$ cat src/rtl/w_prio_pkg.sv
// w_prio_pkg: shared types and helpers for the sequential priority encoder.
//   clog2 - index width for a given number of request lines
//   state_t - arbitration state (IDLE: free to pick, HOLD: index frozen)
//   norm - converts one pin between its pin polarity and active-high
package w_prio_pkg;

    typedef enum logic {IDLE, HOLD} state_t;

    function automatic int clog2(input int n);
        int r;
        r = 0;
        for (int i = 0; i < 31; i++)
            if ((1 << i) < n) r = i + 1;
        return r;
    endfunction

    // The conversion is its own inverse, so the same helper serves inputs and outputs.
    function automatic logic norm(input logic x, input bit active_low);
        return x ^ active_low;
    endfunction

endpackage

$ cat src/rtl/w_prio_find.sv
// w_prio_find: combinational highest-set-bit finder.
//   vec_i [WIDTH] - vector to search, bit WIDTH-1 has the highest priority
//   any_o         - at least one bit of vec_i is set
//   idx_o [IDXW]  - index of the highest set bit, 0 when vec_i is empty
module w_prio_find
    import w_prio_pkg::*;
#(
    parameter int WIDTH = 8,
    localparam int IDXW = clog2(WIDTH)
) (
    input  logic [WIDTH-1:0] vec_i,
    output logic             any_o,
    output logic [IDXW-1:0]  idx_o
);

    // Ascending scan: the last set bit visited wins, giving the highest index.
    always_comb begin
        any_o = |vec_i;
        idx_o = '0;
        for (int i = 0; i < WIDTH; i++)
            if (vec_i[i]) idx_o = IDXW'(i);
    end

endmodule

$ cat src/rtl/w_prio_encoder_seq.sv
// w_prio_encoder_seq: clocked priority encoder with 74HC148-style cascade pins
// and an optional sticky (edge-captured, Ack-cleared) pending mode.
//   clk          - rising-edge clock
//   rst_n        - asynchronous active-low reset
//   EI           - enable input (pin polarity per ACTIVE_LOW)
//   DataIn [W]   - request lines, bit WIDTH-1 highest priority (pin polarity)
//   Ack          - active-high: the reported request has been serviced (sticky only)
//   DataOut [IW] - reported index (pin polarity, inverted when ACTIVE_LOW)
//   GS           - group select: enabled and reporting
//   EO           - enable out: enabled and nothing pending
module w_prio_encoder_seq
    import w_prio_pkg::*;
#(
    parameter int WIDTH      = 8,
    parameter bit ACTIVE_LOW = 1'b1,
    parameter bit STICKY     = 1'b1,
    localparam int IDXW      = clog2(WIDTH)
) (
    input  logic             clk,
    input  logic             rst_n,
    input  logic             EI,
    input  logic [WIDTH-1:0] DataIn,
    input  logic             Ack,
    output logic [IDXW-1:0]  DataOut,
    output logic             GS,
    output logic             EO
);

    logic [WIDTH-1:0] req;
    logic [WIDTH-1:0] prev_q;
    logic [WIDTH-1:0] pend_q, pend_d;
    logic [WIDTH-1:0] clr;
    logic             en, en_q;
    state_t           state_q, state_d;
    logic [IDXW-1:0]  idx_q, idx_d;
    logic [IDXW-1:0]  find_idx;
    logic [IDXW-1:0]  out_idx;
    logic             find_any;
    logic             arb;
    logic             rep;
    logic             eo;

    for (genvar g = 0; g < WIDTH; g++) begin : g_req
        assign req[g] = norm(DataIn[g], ACTIVE_LOW);
    end

    assign en = norm(EI, ACTIVE_LOW);

    w_prio_find #(.WIDTH(WIDTH)) u_find (
        .vec_i (pend_q),
        .any_o (find_any),
        .idx_o (find_idx)
    );

    // Sticky mode: OR-ing in new edges after the clear means a fresh edge on
    // the bit being acknowledged keeps it pending.
    always_comb begin
        clr     = (STICKY && state_q == HOLD && Ack && en_q) ? (WIDTH'(1) << idx_q) : '0;
        pend_d  = STICKY ? ((pend_q & ~clr) | (req & ~prev_q)) : req;
        arb     = STICKY && state_q == IDLE && en_q && find_any;
        state_d = !STICKY ? IDLE :
                  (state_q == IDLE) ? (arb ? HOLD : IDLE) :
                  (!en_q || Ack) ? IDLE : HOLD;
        idx_d   = arb ? find_idx : idx_q;
    end

    always_ff @(posedge clk or negedge rst_n) begin
        if (!rst_n) begin
            en_q    <= 1'b0;
            prev_q  <= '0;
            pend_q  <= '0;
            idx_q   <= '0;
            state_q <= IDLE;
        end else begin
            en_q    <= en;
            prev_q  <= req;
            pend_q  <= pend_d;
            idx_q   <= idx_d;
            state_q <= state_d;
        end
    end

    // Outputs come from registers only; level mode reads the finder on the
    // registered request vector so the index appears one cycle after DataIn.
    assign rep     = en_q && (STICKY ? (state_q == HOLD) : find_any);
    assign eo      = en_q && !find_any && !rep;
    assign out_idx = rep ? (STICKY ? idx_q : find_idx) : '0;
    assign GS      = norm(rep, ACTIVE_LOW);
    assign EO      = norm(eo, ACTIVE_LOW);

    for (genvar g = 0; g < IDXW; g++) begin : g_out
        assign DataOut[g] = norm(out_idx[g], ACTIVE_LOW);
    end

endmodule

$ cat config.mk
export PLATFORM = sky130hd
export DESIGN_NAME = w_prio_encoder_seq
export DESIGN_NICKNAME = d
export VERILOG_FILES = /design/src/rtl/w_prio_pkg.sv /design/src/rtl/w_prio_find.sv /design/src/rtl/w_prio_encoder_seq.sv
export SDC_FILE = /design/constraint.sdc
export NUM_CORES = 1
export LEC_CHECK = 0
export ABC_CLOCK_PERIOD_IN_PS = 1800
export CAP_MARGIN = 20
export CORE_MARGIN = 4
export CORE_UTILIZATION = 48
export DETAILED_ROUTE_END_ITERATION = 7
export GPL_TIMING_DRIVEN = 0
export PLACE_DENSITY = 0.76
export SKIP_CTS_REPAIR_TIMING = 1
export SYNTH_ARGS = -nofsm -noshare
export SYNTH_HDL_FRONTEND = slang
export SYNTH_SLANG_ARGS = --single-unit
$ cat constraint.sdc
create_clock -name clk -period 1.8 [get_ports clk]
set_input_delay 0.27 -clock clk [delete_from_list [all_inputs] [get_ports clk]]
set_output_delay 0.27 -clock clk [all_outputs]
set_load 0.1 [all_outputs]
==> metrics <==
outcome=finished with violations; failing checks=setup timing; Peak VDD IR=0.000561 V; Synth top area share=61.8%; Syn Area/Cell=11.0 sq um; Relative slew margins=40.2%; Clock Sinks=21; post-synthesis cell count=77; post-layout min period=1810 ps; DP Wirelength=1.07 mm; drt pass-1 iters=4; share of layout cells above drive strength 1=15.5%; synth warn=0; Routed Antenna Nets=0; Hold Vio Cnt, Final=0; largest net degree at the start of global routing=22; CTS Buf Count=3; crit start category=flip-flop; CP Data Arrival Time=1540 ps; initial antenna violation count=0; Fin Setup TNS=-7.54 ps; worst hold path class=reg2reg; Top delay family on crit path=simple AND/OR/NAND/NOR gates; Final Total Pwr=868 uW; Layout Utilization=66.5%; H-Tree Level Count=1; I/O pin count=17; via count=627; Worst Skew=3.22 ps; clock slew at reported path FFs=110 ps; Placement Cell Area=1040 sq um; CP Class=reg2out; maximum fanout along the worst path=4; Avg WL per Cell=11.8 microns; final count of pins violating max slew=0; library cells used by synthesis=20; Synth area leaders=dfrtp_1 (62%), o21ai_0 (7.1%), inv_1 (4.9%), mux2_4 (3.5%), o31ai_1 (3.5%); DR vias/cell=5.18; first-pass GRT wire length=2.49 mm; Starting Density=53.4%; leak pwr=0.462 nW; CTS max path bufs=2; Rows=14; Final Cycle Share=100%; clk_lat worst skew=300 ps; total gr overflow=0; CP cell instances=nor4_4, and2_4, nand3b_1, buf_6; # fillers=128; cell taking the most area after synthesis=dfrtp_1; pwr dens=819 nW/um^2; Synth Register Bits=21; area of the mapped netlist=851 sq um; port bufs=16; RD Place Congestion=0.744; ant diodes=0; die span in y=50.1 microns; Die ar.=2510 sq um; share of the yosys chip area belonging to registers=61.8%; Worst Setup Slack, final=-7.54 ps; commonest cells after routing, fill and taps aside=dfrtp_1 (21), o21ai_0 (12), inv_1 (11), clkdlybuf4s50_1 (11); CTS tree=done; commonest non-fill, non-tap cell in the layout=dfrtp_1; Setup Slack @ Placement=-428 ps; vias in the first global route=589; Area Overhead vs Synth=24.6%; Residual DRC=0; Max Freq=553 MHz; DIE WIDTH=50.1 microns; RSZ-0062 raised after global routing=yes; Net Count, Synth=89; root cell of the clock tree=clkbuf_4; DR iter-0 viols=7; number of max-cap violations=0; largest stage delay on the critical path=440 ps; design area=1060 sq um; WP buf/inv=1; slowest stage cell, crit path=dfrtp_1; Critical Path End Type=output pin; core area=1590 sq um; setup violators final=1; worst-margin pin slew=895 ps; final net count=110; Data required, critical path=1530 ps; GRT Total Usage=13.1%; total routed wirelength=1.42 mm
layout make-up:
class	instances	area (sq um)	share of cell area, %
clock buffers	3	22.5	2.13
well taps	24	30.0	2.83
repair buffers	16	141	13.3
flip-flops and latches	21	526	49.6
clock inverters	1	5.00	0.472
plain buffers	2	7.51	0.708
inverters	11	41.3	3.90
multi-input cells	43	287	27.0
report_power, final:
| group | internal [mW] | total, mW | switching [mW] | leakage, nW |
|---|---|---|---|---|
| combinational | 0.0475 | 0.130 | 0.0824 | 0.226 |
| sequential | 0.496 | 0.518 | 0.0216 | 0.218 |
| clock | 0.0830 | 0.220 | 0.137 | 0.0177 |
final timing paths:
kind                                startpoint                   end  slack (ps)  cells past startpoint
setup / recovery           pend_q[7]$_DFF_PN0_                    EO          -8                      4
hold / removal             prev_q[3]$_DFF_PN0_   pend_q[3]$_DFF_PN0_         410                      1
setup reg to reg           pend_q[7]$_DFF_PN0_  idx_q[0]$_DFFE_PN0P_         420                      4
hold reg to reg            prev_q[3]$_DFF_PN0_   pend_q[3]$_DFF_PN0_         410                      1
max in group asynchronous                rst_n   prev_q[2]$_DFF_PN0_         800                      1
min in group asynchronous                rst_n     state_q$_DFF_PN0_         460                      1
registers in the layout, indices dropped and copies added, names as in the netlist:
name	flops
prev_q	8
pend_q	8
en_q	1
state_q	1
idx_q	3
kinds of logic (layout without fill, tap and decap cells):
kind of cell           count (synthesis)  in the layout  share of synthesized area, %
AO/OA/AOI/OAI                         22             22                          14.1
buffers and inverters                 13             33                          5.74
flip-flops                            21             21                          61.8
multiplexers                           3              3                          4.71
AND/OR/NAND/NOR                       18             18                          13.7
metal layers:
| metal | track usage [%] | routed length [microns] | up-vias |
|---|---|---|---|
| li1 | - | - | 301 |
| met2 | 20.9 | 649 | 16 |
| met3 | 1.81 | 76 | 5 |
| met4 | 7.37 | 32 | 0 |
| met1 | 17.0 | 662 | 305 |
| met5 | 0 | 0 | - |
Yosys cell counts:
cell       n
dfrtp_1   21
o21ai_0   12
inv_1     11
o21ai_1    4
o31ai_1    4
nand2b_1   3
nand3_1    3
a21oi_1    2
clkbuf_1   2
mux2_4     2
nand2_1    2
nor2_1     2
nor4_2     2
and2_1     1
and2_2     1
mux2i_1    1
nand3b_1   1
nand4_1    1
nand4b_1   1
nor2_2     1
metrics by stage:
| stage | hold WS, ps | cells |
|---|---|---|
| 3_3_place_gp | 395 | 117 |
| 6_report | 412 | 121 |
| 3_5_place_dp | 402 | 117 |
| 4_1_cts | 418 | 121 |
| 2_1_floorplan | -25.6 | 77 |
| 5_1_grt | 429 | 121 |
(Power assumes the default switching activity.)
